**src/rtl/sreg_pipeline_pkg.sv**
```systemverilog
// Shared defaults and the stage record for the handshaked shift-register pipeline.
package sreg_pipeline_pkg;

  localparam int SREG_WIDTH_DEF = 9;
  localparam int SREG_DEPTH_DEF = 4;

  // One pipeline slot at the default width; wider builds use the same {valid, data} shape.
  typedef struct packed {
    logic                      valid;
    logic [SREG_WIDTH_DEF-1:0] data;
  } sreg_stage_t;

endpackage

```
**src/rtl/sreg_pipeline_hs_if.sv**
```systemverilog
// Producer/consumer bundle of the pipeline: input handshake, output handshake, occupancy.
interface sreg_pipeline_hs_if
  import sreg_pipeline_pkg::*;
#(
  parameter int WIDTH = SREG_WIDTH_DEF,
  parameter int DEPTH = SREG_DEPTH_DEF
);
  localparam int OCC_W = $clog2(DEPTH + 1);

  // A word moves across either end on a rising edge where valid and ready are both 1;
  // the sender holds valid and data stable until that happens, ready may change freely.
  logic             in_valid;
  logic             in_ready;
  logic [WIDTH-1:0] in_data;
  logic             out_valid;
  logic             out_ready;
  logic [WIDTH-1:0] out_data;
  logic [OCC_W-1:0] occupancy;

  modport master (
    output in_valid, in_data, out_ready,
    input  in_ready, out_valid, out_data, occupancy
  );

  modport slave (
    input  in_valid, in_data, out_ready,
    output in_ready, out_valid, out_data, occupancy
  );

endinterface

```
**src/rtl/sreg_pipeline_stage.sv**
```systemverilog
// One pipeline slot: loads {valid, data} when told to, otherwise holds; flush drops valid.
module sreg_pipeline_stage
  import sreg_pipeline_pkg::*;
#(
  parameter int WIDTH = SREG_WIDTH_DEF
) (
  input  logic             clock,
  input  logic             reset,
  input  logic             load_i,
  input  logic             flush_i,
  input  logic             valid_i,
  input  logic [WIDTH-1:0] data_i,
  output logic             valid_o,
  output logic [WIDTH-1:0] data_o
);

  logic             valid_q, valid_d;
  logic [WIDTH-1:0] data_q, data_d;

  always_comb begin
    valid_d = valid_q;
    data_d  = data_q;
    // Data is left alone on flush; only the valid bit matters afterwards.
    if (flush_i) begin
      valid_d = 1'b0;
    end else if (load_i) begin
      valid_d = valid_i;
      data_d  = data_i;
    end
  end

  always_ff @(posedge clock or negedge reset) begin
    if (!reset) begin
      valid_q <= 1'b0;
      data_q  <= '0;
    end else begin
      valid_q <= valid_d;
      data_q  <= data_d;
    end
  end

  assign valid_o = valid_q;
  assign data_o  = data_q;

endmodule

```
**src/rtl/sreg_pipeline_hs.sv**
```systemverilog
// DEPTH-stage valid/ready shift pipeline with bubble collapse, global enable, flush and occupancy.
module sreg_pipeline_hs
  import sreg_pipeline_pkg::*;
#(
  parameter int WIDTH = SREG_WIDTH_DEF,
  parameter int DEPTH = SREG_DEPTH_DEF
) (
  input  logic              clock,
  input  logic              reset,
  input  logic              en,
  input  logic              flush,
  sreg_pipeline_hs_if.slave bus
);

  localparam int OCC_W = $clog2(DEPTH + 1);

  logic [DEPTH-1:0] stg_valid;
  logic [WIDTH-1:0] stg_data [DEPTH];
  logic [DEPTH:0]   rdy;
  logic [DEPTH-1:0] load;
  logic [OCC_W-1:0] occ;
  logic             advance;

  assign advance = en && !flush;

  // A stage can take a new word if it is empty or its own word is moving on this edge.
  always_comb begin
    rdy        = '0;
    rdy[DEPTH] = bus.out_ready;
    for (int i = DEPTH - 1; i >= 0; i--) begin
      rdy[i] = !stg_valid[i] || rdy[i+1];
    end
  end

  assign load = {DEPTH{advance}} & rdy[DEPTH-1:0];

  for (genvar g = 0; g < DEPTH; g++) begin : g_stage
    logic             src_valid;
    logic [WIDTH-1:0] src_data;

    if (g == 0) begin : g_head
      assign src_valid = bus.in_valid;
      assign src_data  = bus.in_data;
    end else begin : g_body
      assign src_valid = stg_valid[g-1];
      assign src_data  = stg_data[g-1];
    end

    sreg_pipeline_stage #(.WIDTH(WIDTH)) u_stage (
      .clock   (clock),
      .reset   (reset),
      .load_i  (load[g]),
      .flush_i (flush),
      .valid_i (src_valid),
      .data_i  (src_data),
      .valid_o (stg_valid[g]),
      .data_o  (stg_data[g])
    );
  end

  always_comb begin
    occ = '0;
    for (int i = 0; i < DEPTH; i++) begin
      occ = occ + OCC_W'(stg_valid[i]);
    end
  end

  // Reset gates in_ready so a producer never sees an acceptance while registers are held clear.
  assign bus.in_ready  = reset && advance && rdy[0];
  assign bus.out_valid = en && stg_valid[DEPTH-1];
  assign bus.out_data  = stg_data[DEPTH-1];
  assign bus.occupancy = occ;

endmodule
```
**src/flat_wrapper.sv**
```systemverilog
// flat-port wrapper written by rule: the top's interface ports become plain ports
module sreg_pipeline_hs_flat import sreg_pipeline_pkg::*;
#(
  parameter int WIDTH = SREG_WIDTH_DEF,
  parameter int DEPTH = SREG_DEPTH_DEF
)
  (clock, reset, en, flush, bus_in_valid, bus_in_data, bus_out_ready, bus_in_ready, bus_out_valid, bus_out_data, bus_occupancy);
  sreg_pipeline_hs_if #(.WIDTH(WIDTH), .DEPTH(DEPTH)) bus_i ();
  input  logic clock;
  input  logic reset;
  input  logic en;
  input  logic flush;
  input wire logic [$bits(bus_i.in_valid)-1:0] bus_in_valid;
  input wire logic [$bits(bus_i.in_data)-1:0] bus_in_data;
  input wire logic [$bits(bus_i.out_ready)-1:0] bus_out_ready;
  output wire logic [$bits(bus_i.in_ready)-1:0] bus_in_ready;
  output wire logic [$bits(bus_i.out_valid)-1:0] bus_out_valid;
  output wire logic [$bits(bus_i.out_data)-1:0] bus_out_data;
  output wire logic [$bits(bus_i.occupancy)-1:0] bus_occupancy;
  assign bus_i.in_valid = bus_in_valid;
  assign bus_i.in_data = bus_in_data;
  assign bus_i.out_ready = bus_out_ready;
  assign bus_in_ready = bus_i.in_ready;
  assign bus_out_valid = bus_i.out_valid;
  assign bus_out_data = bus_i.out_data;
  assign bus_occupancy = bus_i.occupancy;
  sreg_pipeline_hs #(.WIDTH(WIDTH), .DEPTH(DEPTH)) u_core (.clock(clock), .reset(reset), .en(en), .flush(flush), .bus(bus_i));
endmodule
```
**config.mk**
```make
export PLATFORM = sky130hd
export DESIGN_NAME = sreg_pipeline_hs_flat
export DESIGN_NICKNAME = d
export VERILOG_FILES = /design/src/rtl/sreg_pipeline_pkg.sv /design/src/rtl/sreg_pipeline_hs_if.sv /design/src/rtl/sreg_pipeline_stage.sv /design/src/rtl/sreg_pipeline_hs.sv /design/src/flat_wrapper.sv
export SDC_FILE = /design/constraint.sdc
export NUM_CORES = 1
export LEC_CHECK = 0
export CORE_AREA = 2 2 56 58
export CTS_BUF_LIST = sky130_fd_sc_hd__clkbuf_4 sky130_fd_sc_hd__clkbuf_8
export DETAILED_ROUTE_END_ITERATION = 16
export DIE_AREA = 0 0 58 60
export PLACE_DENSITY_LB_ADDON = 0.2
export SYNTH_ARGS = -nofsm -noshare
export SYNTH_HDL_FRONTEND = slang
export SYNTH_SLANG_ARGS = --single-unit
```
**constraint.sdc**
```tcl
create_clock -name clock -period 4.9 [get_ports clock]
set_clock_uncertainty 0.05 [all_clocks]
set_input_delay 0.98 -clock clock [delete_from_list [all_inputs] [get_ports clock]]
set_output_delay 0.98 -clock clock [all_outputs]
set_load 0.05 [all_outputs]
```
==> flow_summary.yaml, run 1 <==
global_routing:
  grt-ovfl-total: 0
  antenna_found_initial: 0
  grt_use_met2_pct: 32.1
  grt_max_degree: 41
  grtUsageMet1_pct: 21.1
  gr-usage-met3_pct: 4.55
  grt.busiest_layer: "met2"
  grt.total_usage_pct: 18.8
  grt_pass1_wl_mm: 4.57
  grt_pass1_vias: 974
routing:
  drt-vias-per-instance: 5.51
  drt_iter0_drc: 32
  wl_per_cell_um: 16.2
  dr.pass1.iters: 4
  drc_errors: 0
  routed_wl_mm: 2.76
  antenna_left: 0
  via_count: 936
cts:
  hold_buffers: 0
  cts_sinks: 40
  cts_tree: "yes"
  cts-root-buf: "clkbuf_4"
  htreeDepth: 2
  cts_buffer_depth: 2
  clk_pin_slew_worst_paths_ns: 0.11
  cts_resized: 0
  postCtsSetupBuffers: 0
  clock_latency_ns: 0.33
  cts_buffers: 5
setup_path:
  r2r_cells: 3
  rr_endpoint: "u_core.g_stage[3].u_stage.valid_o$_DFFE_PN0P_"
  r2r_slack_ns: 2.97
  critPathMaxFanout: 10
  worstSetupEndpointType: "output pin"
  critPathKind: "input port to output pin"
  start_kind: "input port"
  required_ns: 3.87
  arrival_ns: 3.17
  r2r_start: "u_core.g_stage[3].u_stage.valid_o$_DFFE_PN0P_"
sta:
  setup_viol: 0
  fmax_ghz: 0.238
  finalSetupTns_ns: 0
  drv_slew: 0
  period_needed_ns: 4.20
  rsz0062_at_grt: "no"
  fin_crit_sh_pct: 85.6
  worst_pin_slew_ns: 1.04
  max_slew_margin_pct: 30.0
  hold_violations: 0
logic_synthesis:
  synth_cell_types: 21
  netlist_area_um2: 1610
  netlist_instances: 101
  ys_top_cells_by_count: "40 x dfrtp_1, 37 x mux2_2, 3 x inv_1"
  synth.area.top_cells: "dfrtp_1 62%, mux2_2 26%, ha_1 1.6%"
  synth_top_cell_area_share_pct: 62.2
  yosysMostFrequentCell: "dfrtp_1"
  synth_flop_cell: "dfrtp_1"
  synth_nets: 119
  postSynthAreaPerCell_um2: 15.9
  synth_edf_count: 0
  ys_warn_count: 0
  async_reset_ff_share_pct: 100
  ys_seq_area_share_pct: 62.2
  ys_ff_latch: 40
  synth_area_leader_cell: "dfrtp_1"
floorplanning:
  die_area_um2: 3480
  chipWidth_um: 58
  fp-row-count: 20
  start_util_pct: 55.5
  die_y_um: 60
  core_area_um2: 2900
  boundaryPins: 29
layout:
  ff_latch_area_um2: 1000
  fin_area_um2: 1990
  multiInputGateArea_um2: 591
  area_delta_synth_final_pct: 23.8
  final_nets: 154
  antenna_cells: 0
  drive_above_1_share_pct: 37.2
  filler_cell_count: 228
placed_design:
  gp_congestion: 0.862
  io_buffers: 28
  dp_hpwl_mm: 1.96
  placed_cell_area_um2: 1930
min_path:
  hp-start: "u_core.g_stage[2].u_stage.data_o[1]$_DFFE_PN0P_"
  hold_depth: 1
  hold-path-endpoint: "u_core.g_stage[3].u_stage.data_o[1]$_DFFE_PN0P_"
  hold_path.class: "flop to flop"
run_status:
  status: "finished, final reports clean"
power:
  p_per_area_nw_per_um2: 470
  p_leak_nw: 0.866
  ir_drop_mv: 0.432
flow_run:
  max-cap-violations: 0
cells by family after synthesis:
| logic type | Yosys count | share of synthesized area [%] |
|---|---|---|
| buf+inv | 4 | 1.17 |
| simple gates | 9 | 3.65 |
| fa+ha+maj | 3 | 2.80 |
| compound gates | 7 | 3.73 |
| mux | 38 | 26.5 |
| flops | 40 | 62.2 |
critical path, cell delays in order:
cell and delay [ns]:
clkdlybuf4s50_1 0.49, and2b_2 0.31, a21boi_4 0.39, and2_1 0.18
clkdlybuf4s50_1 0.80
per-stage QoR:
stage / total power [mW] / hold slack (ns) / setup WS (ns) / cells / util (%)
detailed placement: 0.770 / 0.440 / 0.710 / 162 / 66.4
global placement: 0.758 / 0.434 / 0.780 / 162 / 66.4
floorplan: 0.661 / 0.425 / 1.89 / 101 / -
CTS: 0.949 / 0.465 / 0.701 / 170 / 68.7
global route: 0.984 / 0.476 / 0.589 / 170 / 68.7
finish: 0.936 / 0.459 / 0.705 / 170 / 68.7
worst max path at each step:
| stage | startpoint | to | slack, ns | cells past startpoint |
|---|---|---|---|---|
| 2_1_floorplan | flush | bus_in_ready | 1.89 | 3 |
| 3_5_place_dp | en | bus_in_ready | 0.71 | 5 |
| 6_report | flush | bus_in_ready | 0.70 | 5 |
| 3_3_place_gp | en | bus_in_ready | 0.78 | 5 |
| 5_1_grt | en | bus_in_ready | 0.59 | 5 |
| 4_1_cts | en | bus_in_ready | 0.70 | 5 |
routing by layer:
layer	part of all wire [%]	routed length, um
met2	53	1470
met1	40	1100
met4	2.7	74
met5	0	0
met3	4.3	119
state kept, by name (all words and copies together), names as in the netlist:
name                            flops
u_core.g_stage.u_stage.valid_o      4
u_core.g_stage.u_stage.data_o      36
layout make-up:
| class | instances | share of cell area [%] |
|---|---|---|
| tap | 33 | 2.07 |
| timing repair buffer | 29 | 14.2 |
| sequential | 40 | 50.2 |
| inverter | 3 | 0.565 |
| clock buffer | 8 | 3.33 |
| multi-input combinational | 57 | 29.6 |
where the power goes:
part | internal [mW] | switching (mW) | total (mW)
clock | 0.0820 | 0.0977 | 0.180
sequential | 0.415 | 0.0401 | 0.455
combinational | 0.133 | 0.169 | 0.301
total | 0.630 | 0.307 | 0.936
cell usage in the layout (no fill, tap or decap), drive strengths merged, types with 2 or more instances in the layout:
master / netlist / final
buf: 1 / 2
clkbuf: 0 / 8
inv: 3 / 3
ha: 2 / 2
and2: 2 / 2
clkdlybuf4s50: 0 / 27
dfrtp: 40 / 40
o21ai: 2 / 2
a21oi: 2 / 2
nand2: 2 / 2
mux2: 37 / 37
(Power assumes the default switching activity.)
==> inputs of run 2 (changes only) <==
--- a/config.mk
+++ b/config.mk
@@ -10,6 +10,7 @@
 export DETAILED_ROUTE_END_ITERATION = 16
 export DIE_AREA = 0 0 58 60
 export PLACE_DENSITY_LB_ADDON = 0.2
+export RECOVER_POWER = 50
 export SYNTH_ARGS = -nofsm -noshare
 export SYNTH_HDL_FRONTEND = slang
 export SYNTH_SLANG_ARGS = --single-unit
==> run 2 against run 1 <==
  * The run now ends with max-capacitance violations, max-slew violations left
  * Global-route usage unchanged
  * Die area unchanged
  * Sequential share of layout area grew 0.22 points
  * Hold slack unchanged
  * Routed wire length down 0.18%
  * Critical endpoint unchanged
==> flow_summary.yaml, run 2 (synthesized netlist as in run 1, its figures left out) <==
routing:
  wl_per_cell_um: 16.2
  dr.pass1.iters: 4
  drt_iter0_drc: 36
  antenna_left: 0
  drc_errors: 0
  via_count: 936
  drt-vias-per-instance: 5.51
  routed_wl_mm: 2.75
cts:
  cts-root-buf: "clkbuf_4"
  htreeDepth: 2
  cts_buffers: 5
  cts_resized: 0
  cts_buffer_depth: 2
  cts_sinks: 40
  clk_pin_slew_worst_paths_ns: 0.11
  cts_tree: "yes"
  hold_buffers: 0
  clock_latency_ns: 0.33
  postCtsSetupBuffers: 0
layout:
  ff_latch_area_um2: 1000
  final_common_cell: "dfrtp_1"
  filler_cell_count: 231
  largest_reg_flops: 36
  final_nets: 154
  final_cell_mix: "40 x dfrtp_1, 37 x mux2_2, 25 x clkdlybuf4s50_1, 7 x clkbuf_4, 3 x inv_1"
  drive_above_1_share_pct: 34.3
  antenna_cells: 0
  fin_area_um2: 1980
  multiInputGateArea_um2: 587
  area_delta_synth_final_pct: 23.2
global_routing:
  grt_pass1_wl_mm: 4.57
  grt-ovfl-total: 0
  grt.total_usage_pct: 18.8
  grt_max_degree: 41
  antenna_found_initial: 0
  grt_pass1_vias: 974
setup_path:
  critPathMaxFanout: 10
  critical_path.max_stage_delay_ns: 0.80
  worstSetupEndpointType: "output pin"
  slowest_stage: "clkdlybuf4s50_1"
  start_kind: "input port"
  required_ns: 3.87
  critPathKind: "input port to output pin"
  crit_chain: "dlygate4sd3_1, and2b_1, a21boi_4, and2_1, clkdlybuf4s50_1"
  arrival_ns: 3.31
flow_run:
  max-cap-violations: 1
sta:
  worst_pin_slew_ns: 2.01
  period_needed_ns: 4.34
  rsz0062_at_grt: "no"
  setup_viol: 0
  max_slew_margin_pct: -33.8
  whs_ns: 0.459
  hold_violations: 0
  finalSetupTns_ns: 0
  fin_crit_sh_pct: 88.5
  fmax_ghz: 0.231
  drv_slew: 41
floorplanning:
  core_area_um2: 2900
  die_y_um: 60
  fp-row-count: 20
  start_util_pct: 55.5
  boundaryPins: 29
  die_area_um2: 3480
  chipWidth_um: 58
run_status:
  status: "complete, but fails checks"
  violations: "max-capacitance violations, max-slew violations"
power:
  p_leak_nw: 0.860
  ir_drop_mv: 0.432
  p_per_area_nw_per_um2: 471
  power_mw: 0.935
placed_design:
  gp_congestion: 0.862
  dp_hpwl_mm: 1.96
  io_buffers: 28
  placed_cell_area_um2: 1930
min_path:
  hold_path.class: "flop to flop"
## run 2: worst max-delay path: cells and delay by family
family	cells	cell delay (ns)
compound gates	1	0.41
simple gates	2	0.50
buf+inv	2	1.41
## run 2: worst paths after layout
path / slack [ns] / start / endpoint / cells after the start
max reg2reg: 2.97 / u_core.g_stage[3].u_stage.valid_o$_DFFE_PN0P_ / u_core.g_stage[3].u_stage.valid_o$_DFFE_PN0P_ / 3
min: 0.46 / u_core.g_stage[2].u_stage.data_o[1]$_DFFE_PN0P_ / u_core.g_stage[3].u_stage.data_o[1]$_DFFE_PN0P_ / 1
min reg2reg: 0.46 / u_core.g_stage[2].u_stage.data_o[1]$_DFFE_PN0P_ / u_core.g_stage[3].u_stage.data_o[1]$_DFFE_PN0P_ / 1
max in group asynchronous: 2.31 / reset / u_core.g_stage[0].u_stage.data_o[2]$_DFFE_PN0P_ / 2
min in group asynchronous: 1.34 / reset / u_core.g_stage[3].u_stage.data_o[4]$_DFFE_PN0P_ / 2
max: 0.56 / flush / bus_in_ready / 5
## run 2: routing by layer
layer	track usage [%]	share of wire (%)	up-vias
met3	4.55	4.6	8
met4	12.0	2.7	0
met2	32.1	53	26
met1	21.1	39	473
li1	-	-	429
met5	0	0	-
## run 2: final cells by class
cell class,count,area share [%]
sequential,40,50.4
multi-input combinational,57,29.6
timing repair buffer,29,14.0
clock buffer,8,3.34
tap,33,2.08
inverter,3,0.567
## run 2: through the flow
step	util, %	cells	worst slack, ns
5_1_grt	68.4	170	0.451
3_5_place_dp	66.4	162	0.710
6_report	68.4	170	0.564
3_3_place_gp	66.4	162	0.780
2_1_floorplan	-	101	1.89
4_1_cts	68.7	170	0.701
## run 2: power breakdown
part	leakage [nW]	total (mW)	internal, mW	switching, mW
sequential	0.482	0.455	0.415	0.0401
clock	0.0394	0.180	0.0820	0.0977
combinational	0.339	0.300	0.132	0.169
total	0.860	0.935	0.629	0.307
